$ cat src/rtl/multicycle_pkg.sv
// Shared types and constants for the multicycle controller: state encoding, opcodes, ALU codes.
// ADDIEX/ADDIWB exist only when MULTICYCLE_CTRL_ADDI_EN is defined.
package multicycle_pkg;

  typedef enum logic [3:0] {
    FETCH   = 4'd0,
    DECODE  = 4'd1,
    MEMADR  = 4'd2,
    MEMRD   = 4'd3,
    MEMWB   = 4'd4,
    MEMWR   = 4'd5,
    EXECUTE = 4'd6,
    ALUWB   = 4'd7,
    BRANCH  = 4'd8,
`ifdef MULTICYCLE_CTRL_ADDI_EN
    ADDIEX  = 4'd9,
    ADDIWB  = 4'd10,
`endif
    JUMP    = 4'd11
  } state_t;

  localparam logic [5:0] OP_RTYPE = 6'b000000;
  localparam logic [5:0] OP_LW    = 6'b100011;
  localparam logic [5:0] OP_SW    = 6'b101011;
  localparam logic [5:0] OP_BEQ   = 6'b000100;
  localparam logic [5:0] OP_ADDI  = 6'b001000;
  localparam logic [5:0] OP_J     = 6'b000010;

  localparam logic [1:0] ALUOP_ADD   = 2'b00;
  localparam logic [1:0] ALUOP_SUB   = 2'b01;
  localparam logic [1:0] ALUOP_FUNCT = 2'b10;

  localparam logic [5:0] FN_ADD = 6'b100000;
  localparam logic [5:0] FN_SUB = 6'b100010;
  localparam logic [5:0] FN_AND = 6'b100100;
  localparam logic [5:0] FN_OR  = 6'b100101;
  localparam logic [5:0] FN_SLT = 6'b101010;

  localparam logic [2:0] ALU_AND = 3'b000;
  localparam logic [2:0] ALU_OR  = 3'b001;
  localparam logic [2:0] ALU_ADD = 3'b010;
  localparam logic [2:0] ALU_SUB = 3'b110;
  localparam logic [2:0] ALU_SLT = 3'b111;

  function automatic logic is_mem_op(input logic [5:0] op);
    return (op == OP_LW) || (op == OP_SW);
  endfunction

endpackage

$ cat src/rtl/mc_aludec.sv
// ALU control decode: maps aluop (and funct for R-type) onto the ALU F encoding.
// Purely combinational; unknown aluop/funct fall back to add so the output is never X.
module mc_aludec
  import multicycle_pkg::*;
(
  input  logic [1:0] aluop,
  input  logic [5:0] funct,
  output logic [2:0] alucontrol
);

  always_comb begin
    alucontrol = ALU_ADD;
    case (aluop)
      ALUOP_ADD: alucontrol = ALU_ADD;
      ALUOP_SUB: alucontrol = ALU_SUB;
      ALUOP_FUNCT: begin
        case (funct)
          FN_ADD:  alucontrol = ALU_ADD;
          FN_SUB:  alucontrol = ALU_SUB;
          FN_AND:  alucontrol = ALU_AND;
          FN_OR:   alucontrol = ALU_OR;
          FN_SLT:  alucontrol = ALU_SLT;
          default: alucontrol = ALU_ADD;
        endcase
      end
      default: alucontrol = ALU_ADD;
    endcase
  end

endmodule

$ cat src/rtl/multicycle_ctrl.sv
// Moore control FSM for a multicycle MIPS-style datapath with a shared, variable-latency memory.
// Optional ADDI support is compiled in with MULTICYCLE_CTRL_ADDI_EN.
module multicycle_ctrl
  import multicycle_pkg::*;
#(
  parameter int STATE_W = 4
)
(
  input  logic               clk,
  input  logic               reset,
  input  logic [5:0]         op,
  input  logic [5:0]         funct,
  input  logic               zero,
  input  logic               memready,
  output logic               iord,
  output logic               memwrite,
  output logic               irwrite,
  output logic               pcen,
  output logic               regwrite,
  output logic               regdst,
  output logic               memtoreg,
  output logic               alusrca,
  output logic [1:0]         alusrcb,
  output logic [1:0]         pcsrc,
  output logic [2:0]         alucontrol,
  output logic               illegal,
  output logic [STATE_W-1:0] state
);

  state_t     state_q;
  state_t     state_d;
  logic       illegal_q;
  logic       illegal_d;

  logic       pcwrite;
  logic       branch;
  logic [1:0] aluop;
  logic       irwrite_raw;
  logic       memwrite_raw;
  logic       regwrite_raw;

  always_ff @(posedge clk or posedge reset) begin
    if (reset) begin
      state_q   <= FETCH;
      illegal_q <= 1'b0;
    end else begin
      state_q   <= state_d;
      illegal_q <= illegal_d;
    end
  end

  always_comb begin
    state_d      = FETCH;
    illegal_d    = 1'b0;
    iord         = 1'b0;
    memwrite_raw = 1'b0;
    irwrite_raw  = 1'b0;
    pcwrite      = 1'b0;
    branch       = 1'b0;
    regwrite_raw = 1'b0;
    regdst       = 1'b0;
    memtoreg     = 1'b0;
    alusrca      = 1'b0;
    alusrcb      = 2'b00;
    pcsrc        = 2'b00;
    aluop        = ALUOP_ADD;

    case (state_q)
      FETCH: begin
        alusrcb     = 2'b01;
        irwrite_raw = memready;
        pcwrite     = memready;
        state_d     = memready ? DECODE : FETCH;
      end
      DECODE: begin
        // Branch target is precomputed here while the opcode is dispatched.
        alusrcb = 2'b11;
        case (op)
          OP_LW, OP_SW: state_d = MEMADR;
          OP_RTYPE:     state_d = EXECUTE;
          OP_BEQ:       state_d = BRANCH;
          OP_J:         state_d = JUMP;
`ifdef MULTICYCLE_CTRL_ADDI_EN
          OP_ADDI:      state_d = ADDIEX;
`endif
          default: begin
            state_d   = FETCH;
            illegal_d = 1'b1;
          end
        endcase
      end
      MEMADR: begin
        alusrca = 1'b1;
        alusrcb = 2'b10;
        state_d = (op == OP_LW) ? MEMRD : MEMWR;
      end
      MEMRD: begin
        iord    = 1'b1;
        state_d = memready ? MEMWB : MEMRD;
      end
      MEMWB: begin
        regwrite_raw = 1'b1;
        memtoreg     = 1'b1;
        state_d      = FETCH;
      end
      MEMWR: begin
        iord         = 1'b1;
        memwrite_raw = 1'b1;
        state_d      = memready ? FETCH : MEMWR;
      end
      EXECUTE: begin
        alusrca = 1'b1;
        aluop   = ALUOP_FUNCT;
        state_d = ALUWB;
      end
      ALUWB: begin
        regwrite_raw = 1'b1;
        regdst       = 1'b1;
        state_d      = FETCH;
      end
      BRANCH: begin
        alusrca = 1'b1;
        aluop   = ALUOP_SUB;
        pcsrc   = 2'b01;
        branch  = 1'b1;
        state_d = FETCH;
      end
`ifdef MULTICYCLE_CTRL_ADDI_EN
      ADDIEX: begin
        alusrca = 1'b1;
        alusrcb = 2'b10;
        state_d = ADDIWB;
      end
      ADDIWB: begin
        regwrite_raw = 1'b1;
        state_d      = FETCH;
      end
`endif
      JUMP: begin
        pcsrc   = 2'b10;
        pcwrite = 1'b1;
        state_d = FETCH;
      end
      default: state_d = FETCH;
    endcase
  end

  // Write enables are qualified by reset so a pending memready cannot leak through while held.
  assign irwrite  = irwrite_raw  & ~reset;
  assign memwrite = memwrite_raw & ~reset;
  assign regwrite = regwrite_raw & ~reset;
  assign pcen     = (pcwrite | (branch & zero)) & ~reset;
  assign illegal  = illegal_q;
  assign state    = STATE_W'(state_q);

  mc_aludec u_aludec (
    .aluop      (aluop),
    .funct      (funct),
    .alucontrol (alucontrol)
  );

endmodule

$ cat config.mk
export PLATFORM = sky130hd
export DESIGN_NAME = multicycle_ctrl
export DESIGN_NICKNAME = d
export VERILOG_FILES = /design/src/rtl/multicycle_pkg.sv /design/src/rtl/mc_aludec.sv /design/src/rtl/multicycle_ctrl.sv
export SDC_FILE = /design/constraint.sdc
export NUM_CORES = 1
export LEC_CHECK = 0
export CAP_MARGIN = 20
export CORE_MARGIN = 10
export CORE_UTILIZATION = 38
export DETAILED_ROUTE_END_ITERATION = 8
export HOLD_SLACK_MARGIN = 0.12
export PLACE_DENSITY = 0.79
export SLEW_MARGIN = 20
export SYNTH_ARGS = -nofsm -noshare
export SYNTH_HDL_FRONTEND = slang
export SYNTH_SLANG_ARGS = --single-unit
$ cat constraint.sdc
create_clock -name clk -period 2 [get_ports clk]
set_input_delay 0.2 -clock clk [delete_from_list [all_inputs] [get_ports clk]]
set_output_delay 0.2 -clock clk [all_outputs]
set_load 0.1 [all_outputs]
==> flow_metrics.py, run 1 <==
metrics = {
    "cells_and_area": {
        "highest_count_cells_in_the_layout_ignoring_fill_and_taps": "buf_12 (16), clkdlybuf4s50_1 (15), buf_4 (15)",
        "layout-drive-gt1-share": 0.531,
        "final_core_util": 0.921,
        "area_growth_synth_to_finish_pct": 122,
        "num-nets-final": 148,
        "final_common_cell": "buf_12",
        "diodes": 0,
    },
    "timing": {
        "finalHoldViolations": 0,
        "finalSetupViolations": 5,
        "slew_viol_final": 0,
        "unrepaired_setup_endpoints_after_global_routing": "yes",
        "layout_worst_path_cycle_share": 1.04,
        "finalSetupTns_ps": -179,
        "timing_worst_slew_pin_value_ps": 448,
        "clock_skew_ps": 6.55,
        "setup_slack_of_the_critical_path_after_layout_ps": -87.0,
        "max_slew_margin": 0.701,
        "layout_min_cycle_time_ps": 2090,
        "clock.fmax_mhz": 479,
    },
    "power_and_ir_drop": {
        "total_power_uw": 603,
        "worst_ir_drop_vdd_mv": 0.521,
        "power_density_nw_per_um2": 415,
        "power_leakage_uw": 0.000539,
    },
    "route": {
        "drt-initial-drc-count": 24,
        "drt_drc_violations_left": 0,
        "drtPass1Iterations": 4,
        "wl_um": 2860,
        "dr_total_vias": 865,
        "antenna_violating_nets_post_route": 0,
        "wl_per_cell_um": 19.8,
        "avgViaCountPerCell": 6.01,
    },
    "floorplan": {
        "placementRows": 14,
        "top_level_ports": 36,
        "die_area_sq_um": 3790,
        "die_y_um": 61.5,
        "die_w_um": 61.5,
        "core_area_sq_um": 1580,
        "initial_utilization": 0.416,
    },
    "synthesis": {
        "post_synth_instance_area_sq_um": 656,
        "post_synth_inst_count": 84,
        "synthesis.area_per_instance_sq_um": 7.81,
        "synth_warnings": 0,
        "ys_types": 35,
        "mappedNetlistNets": 103,
        "number_of_flops_mapped_to_enable_cells_by_yosys": 0,
        "async_s_r_ff_share_synth": 1.00,
        "synth_sequential_area_ratio": 0.191,
        "ys_ff_latch": 5,
        "postSynth.topFlopCell": "dfrtp_1",
    },
    "setup_path": {
        "setup.worst_path.class": "register to output pin",
        "arrival_ps": 1890,
        "r2r.worst_path.cells": 5,
        "cp-end-kind": "output pin",
        "cp_data_required_time_ps": 1800,
        "worstSetupStartpointType": "register",
        "critPathMaxFanout": 3,
        "r2r_start": "state[1]",
        "setup.reg_to_reg.worst_slack_ps": 310,
        "crit-reg2reg-capture": "state[0]",
    },
    "place": {
        "gp_congestion": 0.845,
        "dp_slack_ps": 159,
        "io_buffer_count": 35,
        "dp_hpwl_um": 2190,
    },
    "status": {
        "violated_checks": "negative setup slack",
        "result_of_the_run": "finished, violations left",
    },
    "hold_path": {
        "hold_class": "input port to asynchronous set/reset pin",
    },
    "grt": {
        "aggregate_global_routing_overflow": 0,
        "grt_antenna_before_repair": 0,
        "grt_max_degree": 17,
        "grt_overall_usage": 0.151,
        "global_route_wire_length_before_repair_um": 4370,
        "first_global_vias": 888,
    },
    "clocking": {
        "clock-root-buffer": "clkbuf_4",
        "ctsHtreeMaxLevel": 1,
        "cts-root-to-sink-buffers": 2,
        "clk_pin_slew_ps": 50,
        "clkLatencyLatePin_ps": 250,
        "cts.sink_count": 5,
        "tritoncts": "yes",
        "cts_buffers": 3,
        "cts.hold.buffers_added": 0,
    },
    "flow_run": {
        "cap_viol_max_count": 0,
    },
}
## Yosys cell counts, drive strengths merged, types with 2 or more instances
cell	count	share of area
a21oi	3	0.023
a31oi	2	0.019
and3	4	0.038
buf	6	0.059
dfrtp	5	0.19
ha	3	0.057
inv	5	0.029
nand2	4	0.023
nand2b	3	0.029
nand3	2	0.015
nand3b	2	0.023
nand4b	2	0.027
nor2	6	0.034
nor2b	5	0.048
nor3	9	0.076
nor3b	3	0.034
nor4	2	0.019
nor4b	3	0.050
o21a	2	0.023
xnor2	2	0.027
## power breakdown
group          internal (uW)  switching (uW)  total, uW
Combinational            128             234        362
Clock                   75.7            45.9        122
Sequential               111            7.63        119
## cell families (layout without fill, tap and decap cells)
logic type	after synthesis	count (layout)	share of synthesized area
simple gates	48	48	0.456
compound gates	14	14	0.164
flops	5	5	0.191
buf+inv	11	55	0.0878
fa+ha+maj	3	3	0.0573
xor+xnor	2	2	0.0267
mux	1	1	0.0172
## flip-flops by register name, indices dropped and copies added (netlist names)
signal / count
illegal: 1
state: 4
## worst max path at each step
stage	depth (start not counted)	slack (ps)	end	from
after floorplan	8	-500	alucontrol[0]	state[2]
after global placement	4	170	alucontrol[1]	state[1]
after detailed placement	4	160	alucontrol[1]	state[0]
after CTS	4	-90	alucontrol[1]	state[0]
after global routing	5	-120	alucontrol[1]	state[0]
final	4	-90	alucontrol[1]	state[0]
## cell type report
class | instances | area, sq um
Sequential cell | 5 | 140
Inverter | 5 | 18.8
Timing Repair Buffer | 46 | 583
Clock buffer | 4 | 26.3
Tap cell | 16 | 20.0
Fill cell | 60 | 124
Multi-Input combinational cell | 68 | 664
## critical path, stage by stage (launching register included)
cell and delay, ps:
dfrtp_4 500, nor4b_4 360, ha_4 270, a211o_2 330, buf_12 170
## stage by stage
step,hold WS [ps],cell area (sq um),cells
2_1_floorplan,-11.1,882,84
3_3_place_gp,579,1390,137
3_5_place_dp,578,1390,137
4_1_cts,354,1440,143
5_1_grt,369,1450,144
6_report,336,1450,144
## repair_timing
action | in CTS | in global routing
endpoints found under the hold margin | 0 | 0
buffers inserted | 2 | 1
gates resized for setup | 1 | 2
setup endpoints to repair | 2 | 8
pin swaps | 3 | 1
## metal layers
metal	GRT usage	up-vias	wire [um]
li1	-	405	-
met1	0.167	397	1100
met2	0.271	52	1450
met3	0.0309	11	217
met4	0.0701	0	87
met5	0	-	0
Power figures use the tool's default switching activity.
==> run 2: changes to the inputs <==
--- a/config.mk
+++ b/config.mk
@@ -9,7 +9,7 @@
 export CORE_MARGIN = 10
 export CORE_UTILIZATION = 38
 export DETAILED_ROUTE_END_ITERATION = 8
-export HOLD_SLACK_MARGIN = 0.12
+export HOLD_SLACK_MARGIN = 0.02
 export PLACE_DENSITY = 0.79
 export SLEW_MARGIN = 20
 export SYNTH_ARGS = -nofsm -noshare
==> results of run 2 <==
Final layout, timing and power as in run 1 (identical DEF).
==> run 3: changes to the inputs <==
--- a/config.mk
+++ b/config.mk
@@ -6,7 +6,7 @@
 export NUM_CORES = 1
 export LEC_CHECK = 0
 export CAP_MARGIN = 20
-export CORE_MARGIN = 10
+export CORE_MARGIN = 2
 export CORE_UTILIZATION = 38
 export DETAILED_ROUTE_END_ITERATION = 8
 export HOLD_SLACK_MARGIN = 0.02
==> run 3 against run 2 <==
Against the previous run: via count decreased by 0.58%; clock power hardly changed; count of clock-buffer cells in the layout stayed put; highest routed layer unchanged; utilization fell by 3.2 points; largest cell class unchanged; largest power group unchanged; power increased by 0.61%; the flow still finishes with violations (negative setup slack).
==> flow_metrics.py, run 3 (same netlist as run 1, synthesis figures left out) <==
metrics = {
    "clocking": {
        "cts.sink_count": 5,
        "cts_buffers": 3,
        "clkLatencyLatePin_ps": 250,
        "clock-root-buffer": "clkbuf_4",
        "ctsHtreeMaxLevel": 1,
        "cts.hold.buffers_added": 0,
        "cts-root-to-sink-buffers": 2,
        "tritoncts": "yes",
        "clk_pin_slew_ps": 40,
    },
    "timing": {
        "max_slew_margin": 0.716,
        "finalHoldViolations": 0,
        "slew_viol_final": 0,
        "finalSetupViolations": 3,
        "finalSetupTns_ps": -134,
        "clock.fmax_mhz": 477,
        "timing_worst_slew_pin_value_ps": 423,
        "layout_min_cycle_time_ps": 2100,
        "unrepaired_setup_endpoints_after_global_routing": "yes",
        "clock_skew_ps": 3.67,
        "setup_slack_of_the_critical_path_after_layout_ps": -98.4,
        "layout_worst_path_cycle_share": 1.05,
    },
    "floorplan": {
        "die_y_um": 45.5,
        "die_w_um": 45.5,
        "core_area_sq_um": 1670,
        "die_area_sq_um": 2070,
        "top_level_ports": 36,
        "placementRows": 15,
        "initial_utilization": 0.393,
    },
    "power_and_ir_drop": {
        "internal-power_uw": 319,
        "p_clk_frac": 0.201,
        "worst_ir_drop_vdd_mv": 0.404,
        "net-switching-power_uw": 287,
        "power_density_nw_per_um2": 408,
        "power_leakage_uw": 0.000554,
        "total_power_uw": 607,
        "switching_share": 0.474,
        "share_seq_of_total_power": 0.197,
        "power.share.combinational": 0.602,
    },
    "hold_path": {
        "hold_class": "input port to asynchronous set/reset pin",
    },
    "cells_and_area": {
        "highest_count_cells_in_the_layout_ignoring_fill_and_taps": "buf_12 (16), buf_4 (16), clkdlybuf4s50_1 (15)",
        "summed_area_of_non_filler_cells_in_the_final_layout_sq_um": 1490,
        "flip_flop_count_of_the_largest_register_all_copies_and_words_added": 4,
        "area_growth_synth_to_finish_pct": 127,
        "fillers": 73,
        "num-nets-final": 150,
        "final_core_util": 0.890,
        "diodes": 0,
        "layout-drive-gt1-share": 0.554,
    },
    "place": {
        "gp_congestion": 0.881,
        "dp_hpwl_um": 1880,
        "postPlaceCellArea_sq_um": 1410,
        "dp_slack_ps": 160,
        "io_buffer_count": 35,
    },
    "route": {
        "wl_um": 2480,
        "avgViaCountPerCell": 5.85,
        "drt-initial-drc-count": 9,
        "dr_total_vias": 860,
        "drt_drc_violations_left": 0,
        "antenna_violating_nets_post_route": 0,
        "drtPass1Iterations": 4,
        "wl_per_cell_um": 16.9,
    },
    "setup_path": {
        "setup.worst_path.class": "register to output pin",
        "cp_top_family": "flip-flops",
        "cp-end-kind": "output pin",
        "worstSetupStartpointType": "register",
        "setup.reg_to_reg.worst_slack_ps": 300,
        "cpMaxStageDelayCell": "dfrtp_4",
        "arrival_ps": 1900,
        "cp_max_stage_delay_ps": 500,
        "critPathMaxFanout": 3,
        "cp_data_required_time_ps": 1800,
        "path_cells": "nor4b_4 -> inv_2 -> ha_4 -> a211o_2 -> buf_12",
        "critical_path_buf_inv_count": 2,
    },
    "status": {
        "violated_checks": "negative setup slack",
        "result_of_the_run": "finished, violations left",
    },
    "grt": {
        "grt_antenna_before_repair": 0,
        "grt_max_degree": 17,
        "grt_overall_usage": 0.270,
        "aggregate_global_routing_overflow": 0,
        "global_route_wire_length_before_repair_um": 3840,
        "first_global_vias": 850,
    },
    "flow_run": {
        "cap_viol_max_count": 0,
    },
}
[run 3: final timing paths]
check                          from       endpoint  cells after the start
max                        state[0]  alucontrol[1]                      5
min                           reset       state[3]                      2
max reg2reg                state[2]       state[0]                      6
min reg2reg                state[3]       state[0]                      2
max in group asynchronous     reset       state[1]                      2
min in group clk              op[4]       state[3]                      2
[run 3: repair_timing]
item / in CTS / in global routing
pin swaps: 2 / 2
setup buffers: 3 / 0
endpoints found under the setup margin: 5 / 6
cloned: 0 / 0
resized for setup: 4 / 3
[run 3: through the flow]
stage / hold WS, ps / std cells
floorplan: -11.1 / 84
global placement: 585 / 140
detailed placement: 580 / 140
CTS: 356 / 147
global route: 408 / 147
finish: 346 / 147
[run 3: power by group through the flow]
stage / registers [uW] / logic, uW / clock network [uW]
final: 119 / 365 / 122
after global routing: 120 / 381 / 126
after CTS: 119 / 361 / 122
after detailed placement: 121 / 354 / 0
after global placement: 120 / 348 / 0
after floorplan: 172 / 186 / 0
[run 3: cell type report]
type                    count  area (sq um)  share of cell area
clock buffers               4          26.3              0.0177
inverters                   5          21.3              0.0143
multi-input cells          68           676               0.455
flip-flops and latches      5           140              0.0943
well taps                  17          21.3              0.0143
repair buffers             48           602               0.405
[run 3: metal layers]
| layer | wire, um | global-route usage | vias up |
|---|---|---|---|
| li1 | - | - | 410 |
| met1 | 950 | 0.316 | 396 |
| met2 | 1330 | 0.456 | 45 |
| met3 | 103 | 0.0159 | 9 |
| met4 | 93 | 0.206 | 0 |
| met5 | 0 | 0 | - |
[run 3: worst reg2reg max path, delay by kind of cell (launching register included)]
kind	cells	cell delay, ps
buf+inv	3	520
compound gates	3	600
flops	1	490
